<file path="src/rtl/ad9364_bbp_emu.sv">
// ad9364_bbp_emu: emulates the AD9364 side of the 1R1T CMOS DDR baseband port.
// It runs from one fabric clock at twice the DATA_CLK rate. The ph bit marks which DDR
// half-period is current. The RX side serves I/Q pairs from a ramp, a constant or a
// TX loopback FIFO. The TX side deframes TX_FRAME/TX_DATA pairs into I/Q samples.
module ad9364_bbp_emu #(
    parameter int FIFO_DEPTH = 16
) (
    input  logic                          l_clk,
    input  logic                          rst_n,
    input  logic                          emu_enable,
    input  logic [1:0]                    mode,
    input  logic [11:0]                   cfg_i,
    input  logic [11:0]                   cfg_q,
    input  logic                          clear_status,
    output logic                          rx_clk_out,
    output logic                          rx_frame_out,
    output logic [11:0]                   rx_data_out,
    input  logic                          tx_frame_in,
    input  logic [11:0]                   tx_data_in,
    output logic [11:0]                   tx_i_data,
    output logic [11:0]                   tx_q_data,
    output logic                          tx_sample_valid,
    output logic [15:0]                   frame_err_count,
    output logic [$clog2(FIFO_DEPTH):0]   fifo_level,
    output logic                          lb_overflow,
    output logic                          lb_underflow
);

    localparam int AW = $clog2(FIFO_DEPTH);
    localparam int LW = AW + 1;
    localparam logic [LW-1:0] FULL_LEVEL = LW'(FIFO_DEPTH);

    typedef enum logic [1:0] {
        MODE_RAMP  = 2'b00,
        MODE_CONST = 2'b01,
        MODE_LOOP  = 2'b10,
        MODE_ZERO  = 2'b11
    } rx_mode_e;

    rx_mode_e        mode_sel;
    logic            ph;
    logic            en_reg;
    logic [11:0]     cnt;
    logic [11:0]     q_hold;
    logic            f0;
    logic [11:0]     d0;
    logic [15:0]     err_cnt;

    logic [23:0]     mem [FIFO_DEPTH];
    logic [AW-1:0]   wr_ptr;
    logic [AW-1:0]   rd_ptr;
    logic [LW-1:0]   level;
    logic            fifo_empty;
    logic            fifo_full;

    logic [11:0]     fetch_i;
    logic [11:0]     fetch_q;
    logic            pop_ok;
    logic            underflow_evt;
    logic            pair_valid;
    logic            pair_err;
    logic            push_req;
    logic            push_ok;
    logic            overflow_evt;

    assign mode_sel        = rx_mode_e'(mode);
    assign fifo_empty      = (level == '0);
    assign fifo_full       = (level == FULL_LEVEL);
    assign fifo_level      = level;
    assign frame_err_count = err_cnt;

    // The TX pair is judged on the edge that ends the low half. The frame bit seen in the
    // low half must be 0, otherwise the pair is misaligned.
    assign pair_valid   = ph && en_reg && f0 && !tx_frame_in;
    assign pair_err     = ph && en_reg && tx_frame_in;
    assign push_req     = pair_valid && (mode_sel == MODE_LOOP);
    assign push_ok      = push_req && !fifo_full;
    assign overflow_evt = push_req && fifo_full;

    // Choose the next RX pair on the fetch edge; the FIFO head is read before any same-edge push.
    always_comb begin
        fetch_i       = '0;
        fetch_q       = '0;
        pop_ok        = 1'b0;
        underflow_evt = 1'b0;
        if (ph && en_reg) begin
            case (mode_sel)
                MODE_RAMP: begin
                    fetch_i = cnt;
                    fetch_q = ~cnt;
                end
                MODE_CONST: begin
                    fetch_i = cfg_i;
                    fetch_q = cfg_q;
                end
                MODE_LOOP: begin
                    if (fifo_empty) begin
                        underflow_evt = 1'b1;
                    end else begin
                        {fetch_i, fetch_q} = mem[rd_ptr];
                        pop_ok             = 1'b1;
                    end
                end
                default: begin
                end
            endcase
        end
    end

    // Half-period phase plus the registered enable that gates the whole datapath.
    always_ff @(posedge l_clk or negedge rst_n) begin
        if (!rst_n) begin
            ph     <= 1'b0;
            en_reg <= 1'b0;
        end else begin
            ph     <= ~ph;
            en_reg <= emu_enable;
        end
    end

    // RX pins: load I on the fetch edge, park Q, then present Q in the following half.
    always_ff @(posedge l_clk or negedge rst_n) begin
        if (!rst_n) begin
            rx_clk_out   <= 1'b0;
            rx_frame_out <= 1'b0;
            rx_data_out  <= '0;
            q_hold       <= '0;
        end else begin
            rx_clk_out   <= ph;
            rx_frame_out <= ph & en_reg;
            if (ph) begin
                rx_data_out <= fetch_i;
                q_hold      <= fetch_q;
            end else begin
                rx_data_out <= q_hold;
            end
        end
    end

    // Ramp source counter: held at zero while disabled, advanced once per ramp fetch.
    always_ff @(posedge l_clk or negedge rst_n) begin
        if (!rst_n) begin
            cnt <= '0;
        end else if (!en_reg) begin
            cnt <= '0;
        end else if (ph && (mode_sel == MODE_RAMP)) begin
            cnt <= cnt + 12'd1;
        end
    end

    // TX deframer: capture the high-half word, then publish the pair when the frame is well formed.
    always_ff @(posedge l_clk or negedge rst_n) begin
        if (!rst_n) begin
            f0              <= 1'b0;
            d0              <= '0;
            tx_i_data       <= '0;
            tx_q_data       <= '0;
            tx_sample_valid <= 1'b0;
        end else begin
            tx_sample_valid <= pair_valid;
            if (!ph) begin
                f0 <= tx_frame_in;
                d0 <= tx_data_in;
            end
            if (pair_valid) begin
                tx_i_data <= d0;
                tx_q_data <= tx_data_in;
            end
        end
    end

    // Status: saturating frame error count and sticky FIFO flags; a same-cycle event beats a clear.
    always_ff @(posedge l_clk or negedge rst_n) begin
        if (!rst_n) begin
            err_cnt      <= '0;
            lb_overflow  <= 1'b0;
            lb_underflow <= 1'b0;
        end else begin
            if (pair_err) begin
                if (clear_status) begin
                    err_cnt <= 16'd1;
                end else if (err_cnt != 16'hFFFF) begin
                    err_cnt <= err_cnt + 16'd1;
                end
            end else if (clear_status) begin
                err_cnt <= '0;
            end
            if (overflow_evt) begin
                lb_overflow <= 1'b1;
            end else if (clear_status) begin
                lb_overflow <= 1'b0;
            end
            if (underflow_evt) begin
                lb_underflow <= 1'b1;
            end else if (clear_status) begin
                lb_underflow <= 1'b0;
            end
        end
    end

    // Loopback FIFO bookkeeping; disabling the emulator flushes it.
    always_ff @(posedge l_clk or negedge rst_n) begin
        if (!rst_n) begin
            wr_ptr <= '0;
            rd_ptr <= '0;
            level  <= '0;
        end else if (!en_reg) begin
            wr_ptr <= '0;
            rd_ptr <= '0;
            level  <= '0;
        end else begin
            if (push_ok) begin
                wr_ptr <= wr_ptr + 1'b1;
            end
            if (pop_ok) begin
                rd_ptr <= rd_ptr + 1'b1;
            end
            level <= level + LW'(push_ok) - LW'(pop_ok);
        end
    end

    // Loopback FIFO storage, packed as {I, Q}.
    always_ff @(posedge l_clk) begin
        if (push_ok) begin
            mem[wr_ptr] <= {d0, tx_data_in};
        end
    end

endmodule

</file>
<file path="config.mk">
export PLATFORM = sky130hd
export DESIGN_NAME = ad9364_bbp_emu
export DESIGN_NICKNAME = d
export VERILOG_FILES = /design/src/rtl/ad9364_bbp_emu.sv
export SDC_FILE = /design/constraint.sdc
export NUM_CORES = 1
export LEC_CHECK = 0
export CAP_MARGIN = 0
export CORE_MARGIN = 2
export CORE_UTILIZATION = 64
export DETAILED_ROUTE_END_ITERATION = 6
export PLACE_DENSITY = 0.84
export SKIP_LAST_GASP = 1
export SLEW_MARGIN = 20
export SYNTH_ARGS = -nofsm -noshare
export SYNTH_HDL_FRONTEND = slang
export SYNTH_SLANG_ARGS = --single-unit
</file>
<file path="constraint.sdc">
create_clock -name l_clk -period 8 [get_ports l_clk]
set_clock_uncertainty 0.15 [all_clocks]
set_input_delay 1.6 -clock l_clk [delete_from_list [all_inputs] [get_ports l_clk]]
set_output_delay 1.6 -clock l_clk [all_outputs]
set_load 0.01 [all_outputs]
</file>
==> results.json <==
{
  "clkPwrFrac_pct": 42.0,
  "coreArea_mm2": 0.0304,
  "fin_setup_tns_ns": 0,
  "finalInstanceArea_mm2": 0.0227,
  "cts.htree.levels": 2,
  "worst_setup_path_start_kind": "primary input",
  "rsz0062_at_grt": "no",
  "post-dp-hpwl_um": 27600,
  "reg2reg_slack_ns": 4.65,
  "drc": 0,
  "hold_class": "reg2reg",
  "power.internal_uw": 4280,
  "fin_crit_ns": 4.40,
  "clock_latency_ns": 0.55,
  "largest_register_ffs": 384,
  "dieWidth_um": 179,
  "synth-async-reset-ratio_pct": 22.1,
  "synthDistinctLibCells": 53,
  "maxSlewViolCount": 0,
  "yosysSeqAreaShare_pct": 72.6,
  "use_met3_pct": 5.32,
  "antenna_left": 0,
  "met1_usage_pct": 41.8,
  "n_antenna_cell": 0,
  "cts_tree": "built",
  "fmax_mhz": 227,
  "post_cts_buffers": 0,
  "busiest_layer": "met2",
  "cts_buffers": 48,
  "fin_crit_sh_pct": 55.0,
  "synthesis.nets": 1260,
  "fin_nets": 1374,
  "path_class": "in2reg",
  "synth_warnings": 0,
  "netlist_area_mm2": 0.0196,
  "post-route-util_pct": 74.6,
  "drive_gt1_share_pct": 12.9,
  "avgRoutedWirePerCell_um": 25.7,
  "vdd_ir_drop_max_v": 0.000201,
  "cp-end-kind": "register",
  "p_comb_share_pct": 5.4,
  "status": "complete, no violations",
  "swShare_pct": 21.0,
  "grt.total_usage_pct": 29.0,
  "maxCapViolCount": 0,
  "via_per_inst": 6.42,
  "routed_wl_um": 45100,
  "cts_max_path_buffers": 3,
  "fillers": 1753,
  "dieHeight_um": 179,
  "finalHoldViolations": 0,
  "regMostFlops": "mem",
  "p_per_area_mw_per_mm2": 239,
  "vias": 11255,
  "avgSynthCellArea_um2": 16.3,
  "arrival_ns": 4.71,
  "cts.sinks": 493,
  "syn-instance-count": 1203,
  "ys.flop_type": "edfxtp_1",
  "grt_pass1_wl_um": 67900,
  "syn2layout_area_growth_pct": 15.5,
  "initial_core_util_pct": 64.5,
  "grt_pass1_vias": 11063,
  "ys_seq_elements": 493,
  "cts_root_buffer": "clkbuf_16",
  "gr-total-overflow": 0,
  "met2_usage_pct": 46.7,
  "crit_fanout": 39,
  "grt_max_degree": 71,
  "antenna_found_initial": 1,
  "first_iter_violations": 1276,
  "p_switching_uw": 1140,
  "cts.clk_slew.worst_paths_ns": 0.06,
  "dp_slack_ns": 3.05,
  "gp_congestion": 0.818,
  "tightest_slew_ns": 1.17,
  "setup_viol": 0,
  "power_leakage_uw": 0.00767,
  "cts_resized": 0,
  "hold_buffers": 0,
  "ios": 105,
  "place_area_mm2": 0.0211,
  "critical_path_required_ns": 8.31,
  "setup_slack_ns": 3.60,
  "firstDrtPassIters": 5,
  "io_buffers": 104,
  "die_area_mm2": 0.0321,
  "seqPwrFrac_pct": 52.7,
  "relSlewSlack_pct": 22.2,
  "synth_edf_count": 384,
  "fp-row-count": 64
}
[cell usage in the layout, fill, tap and decap left out, drive strengths merged, types with 2 or more instances in the layout]
cell / n
edfxtp: 384
mux2i: 133
dfrtp: 109
nand2: 103
clkdlybuf4s50: 103
clkbuf: 65
o21ai: 59
mux4: 48
a22oi: 48
nor2: 48
a31oi: 25
inv: 23
a21oi: 21
and2: 21
buf: 20
nand3: 18
clkinv: 17
mux2: 15
ha: 13
xor2: 11
xnor2: 11
nor3: 8
nand4: 7
and3: 6
bufinv: 6
or3: 4
nor2b: 4
or2: 2
a311oi: 2
nor3b: 2
o31ai: 2
o22ai: 2
a211oi: 2
or3b: 2
[metrics by stage]
step                      hold WS [ns]  instances  power (µW)
final                            0.333       1752        5420
after global routing             0.356       1752        5570
after CTS                        0.336       1752        5440
after detailed placement         0.312       1663        3190
after global placement           0.310       1662        3180
after floorplan                  0.205       1203        3020
[synthesized netlist by cell type, types with 2 or more instances]
cell type,instances,area share [%]
o31ai_1,2,0.076
clkbuf_1,34,0.65
nand2_1,103,2.0
o22ai_1,2,0.064
a311oi_1,2,0.089
xnor2_1,11,0.49
mux2i_1,133,6.8
or2_2,2,0.064
and3_1,6,0.19
clkbuf_2,2,0.051
o21ai_1,2,0.051
inv_1,20,0.38
nand4_1,7,0.22
ha_1,13,0.83
mux4_2,48,5.5
nor2b_1,4,0.13
xor2_1,11,0.49
and2_1,20,0.64
a22oi_1,48,1.8
or3_1,4,0.13
nor3b_1,2,0.076
buf_2,18,0.46
a31oi_1,25,0.80
buf_1,4,0.076
nand3_1,18,0.46
edfxtp_1,384,59
mux2_2,15,0.86
dfrtp_1,109,14
o21ai_0,56,1.4
nor2_1,48,0.92
nor3_1,8,0.20
a21oi_1,21,0.54
[layout make-up]
| cell class | count | area [µm²] | area share (%) |
|---|---|---|---|
| inverters | 22 | 82.6 | 0.364 |
| flip-flops and latches | 493 | 14300 | 62.9 |
| well taps | 396 | 495 | 2.18 |
| clock buffers | 65 | 1310 | 5.76 |
| clock inverters | 24 | 277 | 1.22 |
| multi-input cells | 629 | 5070 | 22.3 |
| repair buffers | 123 | 1190 | 5.26 |
[layer usage]
| metal | up-vias | wire [µm] |
|---|---|---|
| li1 | 4840 | - |
| met1 | 5713 | 17900 |
| met2 | 622 | 22100 |
| met3 | 80 | 4170 |
| met4 | 0 | 923 |
| met5 | - | 0 |
[final timing paths]
check / cells past startpoint / to / startpoint
worst max-delay path: 15 / fifo_level[4] / mode[0]
worst min-delay path: 2 / tx_i_data[11] / tx_i_data[11]
worst max register to register: 13 / fifo_level[4] / en_reg
worst min register to register: 2 / tx_i_data[11] / tx_i_data[11]
max in group asynchronous: 2 / rd_ptr[2] / rst_n
min in group asynchronous: 1 / fifo_level[3] / rst_n
[cell families after synthesis]
kind of cell	Yosys count	share of synthesized area, %
AO/OA/AOI/OAI	168	5.33
adder cells (fa/ha/maj)	14	0.930
multiplexers	196	13.1
XOR/XNOR	22	0.981
buffers and inverters	81	1.69
AND/OR/NAND/NOR	229	5.31
flip-flops	493	72.6
[critical path: stages]
cell	delay (ns)
clkdlybuf4s50_1	0.40
buf_4	0.26
and4b_1	0.37
o211a_1	0.38
inv_1	0.19
ha_1	0.31
inv_1	0.04
ha_1	0.18
inv_1	0.07
fa_1	0.20
inv_1	0.05
a21oi_1	0.13
nor2_1	0.06
or3_1	0.34
a21oi_1	0.14
[power groups by stage]
stage	logic [µW]	registers, µW	clock network, µW
3_5_place_dp	287	2910	0
6_report	290	2850	2270
2_1_floorplan	117	2900	0
4_1_cts	291	2850	2290
5_1_grt	317	2860	2390
3_3_place_gp	279	2900	0
No activity file was read; power rests on OpenSTA's default activity.
